## src/rtl/rr_prio_arbiter_8_if.sv

```systemverilog
// Purpose: request/grant bundle between eight requesters and the shared-resource arbiter.
// Latency: none; this is wiring only.
// Backpressure: none here; the arbiter holds the grant until done, a dropped request, or timeout.
//
// Signals:
//   req_in        requester -> arbiter  per-requester request bits
//   rr_en         requester -> arbiter  1 = round-robin, 0 = fixed priority
//   done          requester -> arbiter  current owner releases the resource
//   gnt_valid     arbiter -> requester  a grant is active
//   gnt_idx       arbiter -> requester  encoded owner index (0 when idle)
//   gnt_onehot    arbiter -> requester  one-hot owner (0 when idle)
//   timeout_pulse arbiter -> requester  one-cycle flag after a forced release
interface rr_prio_arbiter_8_if #(
    parameter int N_REQ = 8,
    parameter int IDX_W = 3
);
    logic [N_REQ-1:0] req_in;
    logic             rr_en;
    logic             done;
    logic             gnt_valid;
    logic [IDX_W-1:0] gnt_idx;
    logic [N_REQ-1:0] gnt_onehot;
    logic             timeout_pulse;

    modport master (
        output req_in, rr_en, done,
        input  gnt_valid, gnt_idx, gnt_onehot, timeout_pulse
    );

    modport slave (
        input  req_in, rr_en, done,
        output gnt_valid, gnt_idx, gnt_onehot, timeout_pulse
    );
endinterface

```

## src/rtl/rr_prio_arbiter_8.sv

```systemverilog
// Purpose: shares one resource among 8 requesters; fixed (MSB-first) or round-robin selection.
// Latency: request sampled at edge t, registered grant visible after edge t.
// Backpressure: grant held until done, owner drops its request, or MAX_HOLD cycles elapse.
//
// Ports:
//   clk    system clock, rising edge
//   rst_n  asynchronous active-low reset
//   arb    slave side of rr_prio_arbiter_8_if (requests in, registered grant out)
//
// MAX_HOLD is only meaningful in 2..255; the 8-bit hold counter cannot wrap in that range.
module rr_prio_arbiter_8 #(
    parameter int N_REQ    = 8,
    parameter int IDX_W    = 3,
    parameter int MAX_HOLD = 16
) (
    input  logic                clk,
    input  logic                rst_n,
    rr_prio_arbiter_8_if.slave  arb
);

    typedef enum logic {
        IDLE = 1'b0,
        OWN  = 1'b1
    } state_t;

    localparam logic [7:0] HOLD_LAST = 8'(MAX_HOLD - 1);

    state_t           state_q, state_nxt;
    logic [IDX_W-1:0] last_idx_q, last_idx_nxt;
    logic [7:0]       hold_cnt_q, hold_cnt_nxt;
    logic             gnt_valid_q, gnt_valid_nxt;
    logic [IDX_W-1:0] gnt_idx_q, gnt_idx_nxt;
    logic [N_REQ-1:0] gnt_onehot_q, gnt_onehot_nxt;
    logic             timeout_q, timeout_nxt;

    // Winner search
    logic [IDX_W-1:0] search_base;
    logic [IDX_W-1:0] cand;
    logic             win_found;
    logic [IDX_W-1:0] win_idx;

    // Candidates are visited base-1, base-2, ... base (mod 8), so base itself
    // is the lowest priority. Fixed mode uses base 0, which yields 7..0 and
    // makes highest-index-wins fall out of the same search.
    always_comb begin
        search_base = arb.rr_en ? last_idx_q : '0;
        cand        = '0;
        win_found   = 1'b0;
        win_idx     = '0;
        for (int k = 1; k <= N_REQ; k++) begin
            cand = search_base - IDX_W'(k);
            if (!win_found && arb.req_in[cand]) begin
                win_found = 1'b1;
                win_idx   = cand;
            end
        end
    end

    // State and registered outputs
    always_ff @(posedge clk or negedge rst_n) begin
        if (!rst_n) begin
            state_q      <= IDLE;
            last_idx_q   <= '0;
            hold_cnt_q   <= '0;
            gnt_valid_q  <= 1'b0;
            gnt_idx_q    <= '0;
            gnt_onehot_q <= '0;
            timeout_q    <= 1'b0;
        end else begin
            state_q      <= state_nxt;
            last_idx_q   <= last_idx_nxt;
            hold_cnt_q   <= hold_cnt_nxt;
            gnt_valid_q  <= gnt_valid_nxt;
            gnt_idx_q    <= gnt_idx_nxt;
            gnt_onehot_q <= gnt_onehot_nxt;
            timeout_q    <= timeout_nxt;
        end
    end

    // Next-state and next-output logic
    always_comb begin
        state_nxt      = state_q;
        last_idx_nxt   = last_idx_q;
        hold_cnt_nxt   = hold_cnt_q;
        gnt_valid_nxt  = gnt_valid_q;
        gnt_idx_nxt    = gnt_idx_q;
        gnt_onehot_nxt = gnt_onehot_q;
        timeout_nxt    = 1'b0;

        case (state_q)
            IDLE: begin
                // done is deliberately ignored while nobody owns the resource.
                if (win_found) begin
                    state_nxt      = OWN;
                    gnt_valid_nxt  = 1'b1;
                    gnt_idx_nxt    = win_idx;
                    gnt_onehot_nxt = N_REQ'(1) << win_idx;
                    last_idx_nxt   = win_idx;
                    hold_cnt_nxt   = '0;
                end
            end

            OWN: begin
                // Normal release is checked first so done beats a coincident timeout.
                if (arb.done || !arb.req_in[gnt_idx_q]) begin
                    state_nxt      = IDLE;
                    gnt_valid_nxt  = 1'b0;
                    gnt_idx_nxt    = '0;
                    gnt_onehot_nxt = '0;
                end else if (hold_cnt_q == HOLD_LAST) begin
                    // hold_cnt is 0 on the first owned cycle, so this edge ends
                    // exactly MAX_HOLD visible grant cycles.
                    state_nxt      = IDLE;
                    gnt_valid_nxt  = 1'b0;
                    gnt_idx_nxt    = '0;
                    gnt_onehot_nxt = '0;
                    timeout_nxt    = 1'b1;
                end else begin
                    hold_cnt_nxt = hold_cnt_q + 8'd1;
                end
            end

            default: begin
                state_nxt = IDLE;
            end
        endcase
    end

    assign arb.gnt_valid     = gnt_valid_q;
    assign arb.gnt_idx       = gnt_idx_q;
    assign arb.gnt_onehot    = gnt_onehot_q;
    assign arb.timeout_pulse = timeout_q;

endmodule

```

## src/flat_wrapper.sv

```systemverilog
// flat-port wrapper written by rule: the top's interface ports become plain ports
module rr_prio_arbiter_8_flat 
#(
    parameter int N_REQ    = 8,
    parameter int IDX_W    = 3,
    parameter int MAX_HOLD = 16
)
  (clk, rst_n, arb_req_in, arb_rr_en, arb_done, arb_gnt_valid, arb_gnt_idx, arb_gnt_onehot, arb_timeout_pulse);
  rr_prio_arbiter_8_if #(.N_REQ(N_REQ), .IDX_W(IDX_W)) arb_i ();
  input  logic clk;
  input  logic rst_n;
  input wire logic [$bits(arb_i.req_in)-1:0] arb_req_in;
  input wire logic [$bits(arb_i.rr_en)-1:0] arb_rr_en;
  input wire logic [$bits(arb_i.done)-1:0] arb_done;
  output wire logic [$bits(arb_i.gnt_valid)-1:0] arb_gnt_valid;
  output wire logic [$bits(arb_i.gnt_idx)-1:0] arb_gnt_idx;
  output wire logic [$bits(arb_i.gnt_onehot)-1:0] arb_gnt_onehot;
  output wire logic [$bits(arb_i.timeout_pulse)-1:0] arb_timeout_pulse;
  assign arb_i.req_in = arb_req_in;
  assign arb_i.rr_en = arb_rr_en;
  assign arb_i.done = arb_done;
  assign arb_gnt_valid = arb_i.gnt_valid;
  assign arb_gnt_idx = arb_i.gnt_idx;
  assign arb_gnt_onehot = arb_i.gnt_onehot;
  assign arb_timeout_pulse = arb_i.timeout_pulse;
  rr_prio_arbiter_8 #(.N_REQ(N_REQ), .IDX_W(IDX_W), .MAX_HOLD(MAX_HOLD)) u_core (.clk(clk), .rst_n(rst_n), .arb(arb_i));
endmodule
```

## config.mk

```make
export PLATFORM = sky130hd
export DESIGN_NAME = rr_prio_arbiter_8_flat
export DESIGN_NICKNAME = d
export VERILOG_FILES = /design/src/rtl/rr_prio_arbiter_8_if.sv /design/src/rtl/rr_prio_arbiter_8.sv /design/src/flat_wrapper.sv
export SDC_FILE = /design/constraint.sdc
export NUM_CORES = 1
export LEC_CHECK = 0
export CORE_UTILIZATION = 55
export DETAILED_ROUTE_END_ITERATION = 12
export PLACE_DENSITY = 0.78
export SLEW_MARGIN = 20
export SYNTH_ARGS = -nofsm -noshare
export SYNTH_HDL_FRONTEND = slang
export SYNTH_SLANG_ARGS = --single-unit
```

## constraint.sdc

```tcl
create_clock -name clk -period 3.4 [get_ports clk]
set_input_delay 0.68 -clock clk [delete_from_list [all_inputs] [get_ports clk]]
set_output_delay 0.68 -clock clk [all_outputs]
set_load 0.05 [all_outputs]
```

# After elaboration in Yosys (flattened, before gate mapping)
# Index checks and enable logic that the tools add are counted.
dict set report op_classes {
  n_lt_le_gt_ge 9
  n_mux 58
  addsub 8
  n_shift 1
  eq_ne 5
  bitwise 1
  reduce_logical 19
}
# operator n
set ops {}
lappend ops {{2-to-1 mux 8 bit} 6}
lappend ops {{< comparator 3 x 4 -> 1 bit, second input constant} 9}
lappend ops {{2-to-1 mux 3 bit} 12}
lappend ops {{one-hot mux 8 bit (2 select lines)} 2}
lappend ops {{binary-select mux 1 bit (select 3 bit)} 9}
lappend ops {{2-to-1 mux 1 bit} 26}
lappend ops {{subtractor 3 bit, second input constant} 4}
lappend ops {{adder 8 x 1 -> 8 bit, second input constant} 1}
lappend ops {{equality test 8 x 4 -> 1 bit, second input constant} 1}
lappend ops {{logical NOT 1 bit} 8}
lappend ops {{left shift 1 x 3 -> 8 bit, first input constant} 1}
lappend ops {{logical AND 1 bit} 7}
lappend ops {{one-hot mux 3 bit (2 select lines)} 1}
lappend ops {{subtractor 3 x 2 -> 3 bit, second input constant} 2}
lappend ops {{!= test 2 bit, second input constant} 2}
lappend ops {{one-hot mux 1 bit (2 select lines)} 2}
lappend ops {{AND reduction 2 bit} 2}
lappend ops {{!= test 3 bit, second input constant} 1}
lappend ops {{AND reduction 3 bit} 1}
lappend ops {{subtractor 3 x 1 -> 3 bit, second input constant} 1}
lappend ops {{!= test 2 x 1 -> 1 bit, second input constant} 1}
lappend ops {{logical OR 1 bit} 1}
lappend ops {{inverter 1 bit} 1}
dict set report totals {
  output_inout_bits 13
  inputBits 12
  ff_bits 25
}

# Logic depth before layout (Yosys ltp)
# Gate-level depths: netlist of run 1.
dict set report logic_depth {
  word_depth 29
  depth_mapped 13
}

# Least setup slack after synthesis of run 1
# Ideal clock, no wire load.
dict set report synth_timing {
  kind {input-to-reg}
  startpoint {in arb_rr_en}
  endpoint {reg u_core.gnt_onehot_q[6] (netlist: u_core.arb.gnt_onehot[6])}
  cell_stages 12
  setup_time_ns 0.121
  path_slack_ns 0.104
  path_buffers 2
  t_arrival_ns 3.175
  cell_sequence {and2_1 buf_6 clkinv_1 ha_1 clkbuf_1 mux4_2 a32o_1 o211ai_1 o311a_1 a2bb2oi_1 nor2_1 a22o_1}
}
dict set report synth_via {
  elab_chain_len 29
  elab_cells_between_ends 59
}
# item line_no
set synth_rtl {}
lappend synth_rtl {{from (decl)} flat_wrapper.sv:13} ;# input wire logic [$bits(arb_i.rr_en)-1:0] arb_rr_en;
lappend synth_rtl {{2-to-1 mux 3 bit *} rr_prio_arbiter_8.sv:46} ;# search_base = arb.rr_en ? last_idx_q : '0;
lappend synth_rtl {{subtractor 3 x 1 -> 3 bit} rr_prio_arbiter_8.sv:51} ;# cand = search_base - IDX_W'(k);
lappend synth_rtl {{binary-select mux 1 bit (select 3 bit)} rr_prio_arbiter_8.sv:52} ;# if (!win_found && arb.req_in[cand]) begin
lappend synth_rtl {{2-to-1 mux 1 bit (implied by the code)} rr_prio_arbiter_8.sv:52}
lappend synth_rtl {{2-to-1 mux 1 bit} rr_prio_arbiter_8.sv:52}
lappend synth_rtl {{logical NOT 1 bit} rr_prio_arbiter_8.sv:52}
lappend synth_rtl {{logical AND 1 bit} rr_prio_arbiter_8.sv:52}
lappend synth_rtl {{2-to-1 mux 1 bit} rr_prio_arbiter_8.sv:52}
lappend synth_rtl {{[13 not listed]} n/a}
lappend synth_rtl {{logical AND 1 bit} rr_prio_arbiter_8.sv:52}
lappend synth_rtl {{2-to-1 mux 1 bit} rr_prio_arbiter_8.sv:52}
lappend synth_rtl {{logical NOT 1 bit} rr_prio_arbiter_8.sv:52}
lappend synth_rtl {{logical AND 1 bit} rr_prio_arbiter_8.sv:52}
lappend synth_rtl {{2-to-1 mux 3 bit} rr_prio_arbiter_8.sv:52}
lappend synth_rtl {{left shift 1 x 3 -> 8 bit} rr_prio_arbiter_8.sv:97} ;# gnt_onehot_nxt = N_REQ'(1) << win_idx;
lappend synth_rtl {{2-to-1 mux 8 bit} rr_prio_arbiter_8.sv:93} ;# if (win_found) begin
lappend synth_rtl {{one-hot mux 8 bit (2 select lines)} rr_prio_arbiter_8.sv:90} ;# case (state_q)
lappend synth_rtl {{to (signal assigned)} rr_prio_arbiter_8.sv:75} ;# gnt_onehot_q <= gnt_onehot_nxt;
lappend synth_rtl {{to (decl)} rr_prio_arbiter_8.sv:33} ;# logic [N_REQ-1:0] gnt_onehot_q, gnt_onehot_nxt;
# Mark *: on every way between the ends. The rest lies on a longest branch, timed or not. The select of a mux whose other input is x is not followed.
# A chain may end at the register's enable or synchronous reset.

# Worst setup path after layout of run 1
dict set report layout_timing {
  startpoint {in arb_req_in[5]}
  endpoint {reg u_core.gnt_onehot_q[3] (netlist: u_core.arb.gnt_onehot[3])}
}
dict set report layout_via {
  elab_chain_len 27
  elab_cells_between_ends 57
}
# item line_no
set layout_rtl {}
lappend layout_rtl {{from (decl)} flat_wrapper.sv:12} ;# input wire logic [$bits(arb_i.req_in)-1:0] arb_req_in;
lappend layout_rtl {{binary-select mux 1 bit (select 3 bit)} rr_prio_arbiter_8.sv:52}
lappend layout_rtl {{2-to-1 mux 1 bit (implied by the code)} rr_prio_arbiter_8.sv:52}
lappend layout_rtl {{2-to-1 mux 1 bit} rr_prio_arbiter_8.sv:52}
lappend layout_rtl {{logical NOT 1 bit} rr_prio_arbiter_8.sv:52}
lappend layout_rtl {{logical AND 1 bit} rr_prio_arbiter_8.sv:52}
lappend layout_rtl {{2-to-1 mux 1 bit} rr_prio_arbiter_8.sv:52}
lappend layout_rtl {{logical NOT 1 bit} rr_prio_arbiter_8.sv:52}
lappend layout_rtl {{logical AND 1 bit} rr_prio_arbiter_8.sv:52}
lappend layout_rtl {{[11 not listed]} n/a}
lappend layout_rtl {{logical AND 1 bit} rr_prio_arbiter_8.sv:52}
lappend layout_rtl {{2-to-1 mux 1 bit} rr_prio_arbiter_8.sv:52}
lappend layout_rtl {{logical NOT 1 bit} rr_prio_arbiter_8.sv:52}
lappend layout_rtl {{logical AND 1 bit} rr_prio_arbiter_8.sv:52}
lappend layout_rtl {{2-to-1 mux 3 bit} rr_prio_arbiter_8.sv:52}
lappend layout_rtl {{left shift 1 x 3 -> 8 bit} rr_prio_arbiter_8.sv:97}
lappend layout_rtl {{2-to-1 mux 8 bit} rr_prio_arbiter_8.sv:93}
lappend layout_rtl {{one-hot mux 8 bit (2 select lines)} rr_prio_arbiter_8.sv:90}
# Several ways; a longest one is shown, not always the timed one. The select of a mux whose other input is x is not followed.

==> results of run 1 <==
[power by group]
part	leakage [nW]	internal (mW)	total (mW)	switching, mW
clock	0.0228	0.0838	0.174	0.0905
combinational	1.07	1.08	2.28	1.20
sequential	0.328	0.394	0.513	0.119
[synth_stat cells, drive strengths merged, types with 3 or more instances]
cell,instances,share of area
a21boi,4,0.013
a21o,6,0.019
a21oi,14,0.036
a22o,4,0.015
a32o,7,0.030
a32oi,4,0.015
and2,7,0.020
and3,4,0.011
buf,10,0.033
clkbuf,4,0.0064
dfrtp,25,0.27
inv,5,0.0091
mux2,5,0.026
mux2i,15,0.064
mux4,11,0.11
nand2,28,0.045
nand3,6,0.013
nor2,14,0.022
o21ai,12,0.026
o21bai,3,0.011
o22a,3,0.011
o22ai,3,0.0080
xnor2,4,0.015
[worst paths after layout]
| check | startpoint | endpoint | depth (start not counted) |
|---|---|---|---|
| max | arb_req_in[5] | u_core.arb.gnt_onehot[3]$_DFFE_PN0P_ | 8 |
| min | u_core.arb.gnt_valid$_DFFE_PN0P_ | u_core.arb.gnt_valid$_DFFE_PN0P_ | 2 |
| max reg2reg | u_core.last_idx_q[1]$_DFFE_PN0P_ | u_core.arb.gnt_onehot[3]$_DFFE_PN0P_ | 9 |
| min reg2reg | u_core.arb.gnt_valid$_DFFE_PN0P_ | u_core.arb.gnt_valid$_DFFE_PN0P_ | 2 |
| max in group asynchronous | rst_n | u_core.arb.gnt_idx[0]$_DFFE_PN0P_ | 2 |
| min in group asynchronous | rst_n | u_core.hold_cnt_q[4]$_DFFE_PN0P_ | 2 |
[layer usage]
| metal | GRT usage | vias up | share of wire |
|---|---|---|---|
| li1 | - | 1121 | - |
| met1 | 0.457 | 1139 | 0.45 |
| met2 | 0.501 | 108 | 0.46 |
| met3 | 0.0557 | 6 | 0.082 |
| met4 | 0.0612 | 0 | 0.0067 |
| met5 | 0 | - | 0 |
[area by class of cell]
| class | instances | area share |
|---|---|---|
| Inverter | 6 | 0.00795 |
| Tap cell | 50 | 0.0199 |
| Clock buffer | 4 | 0.0143 |
| Sequential cell | 25 | 0.199 |
| Multi-Input combinational cell | 201 | 0.521 |
| Timing Repair Buffer | 86 | 0.238 |
[worst max-delay path: cells and delay by family]
family | cells | cell delay, ns
AOI/OAI and AO/OA | 3 | 0.79
buffers and inverters | 2 | 0.80
muxes | 2 | 0.86
and+or+nand+nor | 1 | 0.24
[logic make-up (layout without fill, tap and decap cells)]
kind of cell	count (synthesis)	in the layout	share of synthesized area
adders and majority gates	2	2	0.0107
buffers and inverters	20	96	0.0496
muxes	31	31	0.195
AOI/OAI and AO/OA	80	81	0.267
DFF	25	25	0.267
xor gates and xnor gates	6	6	0.0224
and+or+nand+nor	81	81	0.188
[timing repair]
action,in CTS,in global routing
pin swaps,0,4
gates cloned,0,1
gates resized for setup,0,8
setup endpoints to repair,3,14
setup buffers,1,1
[flip-flops by register name, indices dropped and copies added, names as in the netlist]
name                      flops
u_core.hold_cnt_q             8
u_core.arb.gnt_valid          1
u_core.arb.gnt_onehot         8
u_core.state_q                1
u_core.arb.gnt_idx            3
u_core.last_idx_q             3
u_core.arb.timeout_pulse      1
[metrics by stage]
step                setup WS [ns]  instance area [µm²]
floorplan                   0.104                 2340
CTS                        0.0183                 3100
finish                      0.185                 3150
global route               0.0759                 3150
detailed placement         -0.282                 3040
global placement           -0.239                 3040
[cell usage in the layout (no fill, tap or decap), types with 4 or more instances in the layout]
cell type | synthesis | routed
buf_4 | 0 | 58
nand2_1 | 28 | 28
dfrtp_1 | 25 | 25
clkdlybuf4s50_1 | 0 | 23
mux2i_1 | 15 | 15
nor2_1 | 14 | 14
a21oi_1 | 12 | 12
mux4_2 | 11 | 11
o21ai_0 | 12 | 11
and2_1 | 6 | 6
a21o_1 | 6 | 6
a32o_1 | 6 | 6
nand3_1 | 6 | 5
and3_1 | 4 | 4
a21boi_0 | 4 | 4
mux2_2 | 4 | 4
xnor2_1 | 4 | 4
a22o_1 | 4 | 4
==> summary.md, run 1 <==
| Metric | Value |
|---|---|
| Crit path largest cell delay | 0.72 ns |
| Worst EP required | 3.56 ns |
| N_diodes | 0 |
| Post-Syn Area | 0.00234 mm² |
| IO Count | 25 |
| Post-Route WL | 6840 µm |
| Arr. time, crit path | 3.37 ns |
| Count of different cell masters after synthesis | 70 |
| CP startpoint kind | input port |
| Fill cells | 275 |
| Warnings, synthesis | 0 |
| Routed vias/inst | 6.38 |
| PwrDens | 942 mW/mm² |
| Number of flops mapped to enable cells by yosys | 0 |
| Clock slew at reported path FFs | 0.09 ns |
| Fmax | 311 MHz |
| Die X | 67.3 µm |
| Final setup vio count | 0 |
| Final Non-Filler Cells | 372 |
| Layout area overhead | 34.3% |
| Nets | 337 |
| Leakage | 1.42 nW |
| Worst slew pin tran | 0.495 ns |
| Crit path time final | 3.21 ns |
| CTS H-tree depth | 1 |
| Wire per inst | 18.4 µm |
| Post-DP HPWL | 5250 µm |
| Slew Limit Fails | 0 |
| Critical Path Sink Type | flop |
| Post-Synthesis Cells | 245 |
| Initial antenna violation count | 0 |
| Cell Rows | 23 |
| VDD IR max | 0.000743 V |
| Inserted Clock Buffers | 3 |
| Critical path cell sequence | clkdlybuf4s50_1, mux2i_1, mux4_2, and4b_1, a221oi_2, a32o_2, inv_1, a32o_1 |
| Power, Total | 2.96 mW |
| Crit path max-delay cell type | clkdlybuf4s50_1 |
| Die area | 0.00453 mm² |
| Clock tree buffer depth | 2 |
| Multi-input gate area | 0.00164 mm² |
| Initial Util | 0.578 |
| Routed Antenna Nets | 0 |
| Status | finished clean |
| Worst hold path type | reg -> reg |
| Seq/Total Area, Yosys | 0.267 |
| Hold Vio Cnt, Final | 0 |
| Asr flop ratio synth | 1.00 |
| Seq cells post-synth | 25 |
| RSZ-0062 raised after global routing | false |
| CTS Root Buffer Type | clkbuf_8 |
| DR iter-0 viols | 263 |
| Initial DRT Pass Iterations | 5 |
| Routability cong. | 0.968 |
| Placed insts | 365 |
| Port-buffer cells | 24 |
| TNS Setup | 0 ns |
| Pin count of the biggest net entering global routing | 26 |
| Chip height | 67.3 µm |
| Clock Sinks | 25 |
| First-pass GRT wire length | 10800 µm |
| Syn_nets | 259 |
| Core Util, Final | 0.776 |
| Vias in the first global route | 2264 |
| Tot GR Track Use | 0.318 |
| Crit-path max FO | 9 |
| Period utilisation layout | 0.945 |
| Worst hold margin | 0.511 ns |
| R2R Setup Slk | 0.47 ns |
| Layout cells sized above 1 | 0.317 |
| Sequential standard cell area | 626 µm² |
| # Max-Cap Violations | 0 |
| CTS tree | built |
| GRT Residual Overflow | 0 |
| Core area | 0.00406 mm² |
| Synth Flop Type | dfrtp_1 |
| Clk_skew | 0.00833 ns |
| WS Path Type | in -> reg |
| Clk_lat worst skew | 0.27 ns |
| # DRC | 0 |
| Slew headroom | 0.661 |
| Vias | 2374 |
| Synthesized area per cell | 9.57 µm² |
| Hold buffers post-CTS | 0 |
Power figures use the tool's default switching activity.
==> run 2, diff against run 1 <==
--- a/config.mk
+++ b/config.mk
@@ -5,6 +5,7 @@
 export SDC_FILE = /design/constraint.sdc
 export NUM_CORES = 1
 export LEC_CHECK = 0
+export ABC_AREA = 1
 export CORE_UTILIZATION = 55
 export DETAILED_ROUTE_END_ITERATION = 12
 export PLACE_DENSITY = 0.78
==> summary.md, run 2 <==
| Metric | Value |
|---|---|
| Status | finished clean |
| Synth cell count leaders | nand2_1, nand3_1, inv_1, dfrtp_1, nor2_1 |
| RSZ-0062 raised after global routing | false |
| # Max-Cap Violations | 0 (unchanged) |
| Initial antenna violation count | 0 (unchanged) |
| Pin count of the biggest net entering global routing | 26 (unchanged) |
| Final worst slack | 0.358 ns (+0.172 ns) |
| CTS tree | built |
| Routed vias/inst | 5.59 (-12%) |
| Initial DRT Pass Iterations | 5 (unchanged) |
| Crit-path max FO | 4 (-5) |
| Fill cells | 360 (+31%) |
| DP Worst Slack | 0.132 ns (+0.415 ns) |
| Clk_lat worst skew | 0.27 ns (about the same) |
| Count of different cell masters after synthesis | 36 (-49%) |
| Die X | 66.0 µm (-1.9%) |
| Wire per inst | 13.2 µm (-28%) |
| Final Non-Filler Cells | 422 (+13%) |
| Slew Limit Fails | 0 (unchanged) |
| Final setup vio count | 0 (unchanged) |
| Worst hold path type | reg -> reg |
| Tot GR Track Use | 0.282 (-0.0363) |
| Clock tree buffer depth | 2 (unchanged) |
| Critical path cell sequence | clkdlybuf4s50_1, nand2_1, ha_1, inv_1, nand3_1, nand3_1, nand2_1, inv_1, nand2_1, a21boi_1, nand2_1, nor2_2, nand2_1, nor2_1, nand3_1, nand2_1 |
| Layout area overhead | 14.7% |
| CTS Root Buffer Type | clkbuf_8 |
| Routability cong. | 0.945 (-2.4%) |
| Leakage | 1.37 nW (-3.4%) |
| Syn_nets | 361 (+39%) |
| Post-CTS Resized | 0 (unchanged) |
| Core area | 0.00380 mm² (-6.4%) |
| Asr flop ratio synth | 1.00 (unchanged) |
| Clock Sinks | 25 (unchanged) |
| Cell Rows | 22 (-4.3%) |
| CTS H-tree depth | 1 (unchanged) |
| First-pass GRT wire length | 9450 µm (-12%) |
| N_diodes | 0 (unchanged) |
| Hold Vio Cnt, Final | 0 (unchanged) |
| Inserted Clock Buffers | 3 (unchanged) |
| # DRC | 0 (unchanged) |
| Initial Util | 0.594 (+0.0160) |
| CP startpoint kind | input port |
| VDD IR max | 0.000538 V (-28%) |
| Clk_skew | 0.00407 ns (-0.00426 ns) |
| Hold buffers post-CTS | 0 (unchanged) |
| Period utilisation layout | 0.895 (-0.0507) |
| Crit path largest cell delay | 0.53 ns (-0.19 ns) |
| DR iter-0 viols | 210 (-20%) |
| PwrDens | 973 mW/mm² (+3.3%) |
| Arr. time, crit path | 3.26 ns (-0.11 ns) |
| Routed Antenna Nets | 0 (unchanged) |
| Clock slew at reported path FFs | 0.09 ns (about the same) |
| Vias | 2357 (-0.72%) |
| Core Util, Final | 0.681 (-0.0953) |
| Placed insts | 418 (+15%) |
| WS Path Type | in -> reg |
| Worst slew pin tran | 0.500 ns (+0.00510 ns) |
| Seq cells post-synth | 25 (unchanged) |
| Worst EP required | 3.62 ns (+0.06 ns) |
| Number of flops mapped to enable cells by yosys | 0 (unchanged) |
| Worst hold margin | 0.483 ns (-0.0277 ns) |
| Crit path time final | 3.04 ns (-0.172 ns) |
| Die area | 0.00436 mm² (-3.7%) |
| Nets | 389 (+15%) |
| Fmax | 329 MHz (+5.7%) |
| Critical Path Sink Type | flop |
| Chip height | 66.0 µm (-1.9%) |
| Most common cell after layout, fill and taps aside | nand2_1 |
| Post-Route WL | 5580 µm (-18%) |
| Synth area leaders | dfrtp_1, nand2_1, nand3_1, inv_1, nand4_1 |
| Setup Buffers After CTS | 0 (-1) |
| Share of the synthesized area in the top cell type | 0.277 (+0.0105) |
| Slew headroom | 0.666 (+0.00499) |
| Post-Synthesis Cells | 347 (+42%) |
| Vias in the first global route | 2066 (-8.7%) |
| Synthesized area per cell | 6.50 µm² (-32%) |
| Post-Syn Area | 0.00225 mm² (-3.8%) |
| Most frequent CP cell | nand2_1 |
| Crit path max-delay cell type | clkdlybuf4s50_1 |
| IO Count | 25 (unchanged) |
| Most area-hungry cell type in the Yosys netlist | dfrtp_1 |
| Post-DP HPWL | 4430 µm (-16%) |
| Most numerous cell in the Yosys netlist | nand2_1 |
| Layout cells sized above 1 | 0.118 (-0.199) |
| Seq/Total Area, Yosys | 0.277 (+0.0105) |
| Synth Flop Type | dfrtp_1 |
| GRT Residual Overflow | 0 (unchanged) |
| TNS Setup | 0 ns (unchanged) |
| Port-buffer cells | 24 (unchanged) |
| Warnings, synthesis | 0 (unchanged) |
| Most frequent cells in the layout | nand2_1, nand3_1, inv_1 |
==> run 2: routing by layer <==
metal	global-route usage	wire length, µm	up-vias	part of all wire
met4	0.0160	15	0	0.0027
li1	-	-	1195	-
met2	0.429	2360	93	0.42
met5	0	0	-	0
met1	0.433	2770	1065	0.50
met3	0.0517	433	4	0.078
==> run 2: cell families after synthesis <==
family | synth area share
AO/OA/AOI/OAI | 0.0755
adder cells (fa/ha/maj) | 0.0111
flip-flops | 0.277
buffers and inverters | 0.101
XOR/XNOR | 0.0228
AND/OR/NAND/NOR | 0.512
==> run 2: final timing paths <==
path | slack, ns | startpoint | end | depth (start not counted)
worst min register to register | 0.48 | u_core.arb.gnt_onehot[3]$_DFFE_PN0P_ | u_core.arb.gnt_onehot[3]$_DFFE_PN0P_ | 2
max in group asynchronous | 2.38 | rst_n | u_core.hold_cnt_q[7]$_DFFE_PN0P_ | 2
worst max register to register | 0.83 | u_core.last_idx_q[0]$_DFFE_PN0P_ | u_core.arb.gnt_onehot[3]$_DFFE_PN0P_ | 15
worst max-delay path | 0.36 | arb_rr_en | u_core.arb.gnt_onehot[3]$_DFFE_PN0P_ | 16
worst min-delay path | 0.48 | u_core.arb.gnt_onehot[3]$_DFFE_PN0P_ | u_core.arb.gnt_onehot[3]$_DFFE_PN0P_ | 2
min in group asynchronous | 0.78 | rst_n | u_core.arb.gnt_onehot[5]$_DFFE_PN0P_ | 2
==> run 2: cell type report <==
class / instances / area, µm² / area share
Tap cell: 48 / 60.1 / 0.0232
Clock buffer: 3 / 41.3 / 0.0160
Sequential cell: 25 / 626 / 0.242
Inverter: 43 / 166 / 0.0644
Timing Repair Buffer: 30 / 285 / 0.110
Clock inverter: 1 / 5.00 / 0.00194
Multi-Input combinational cell: 272 / 1400 / 0.542
==> run 2: worst max-delay path: cells and delay by family <==
| family | cells | cell delay (ns) |
|---|---|---|
| compound gates | 1 | 0.13 |
| fa+ha+maj | 1 | 0.37 |
| buf+inv | 3 | 0.74 |
| simple gates | 11 | 1.34 |
==> run 2: per-stage QoR <==
stage / power (mW) / instance area, µm²
floorplan: 1.89 / 2250
CTS: 2.50 / 2580
global placement: 2.30 / 2540
global route: 2.74 / 2580
detailed placement: 2.31 / 2540
finish: 2.51 / 2580
==> run 2: power by group <==
part	switching, mW	internal, mW	total [mW]	leakage, nW
Combinational	1.29	0.554	1.84	1.02
Sequential	0.102	0.393	0.495	0.329
Clock	0.0950	0.0821	0.177	0.0255
Total	1.49	1.03	2.51	1.37
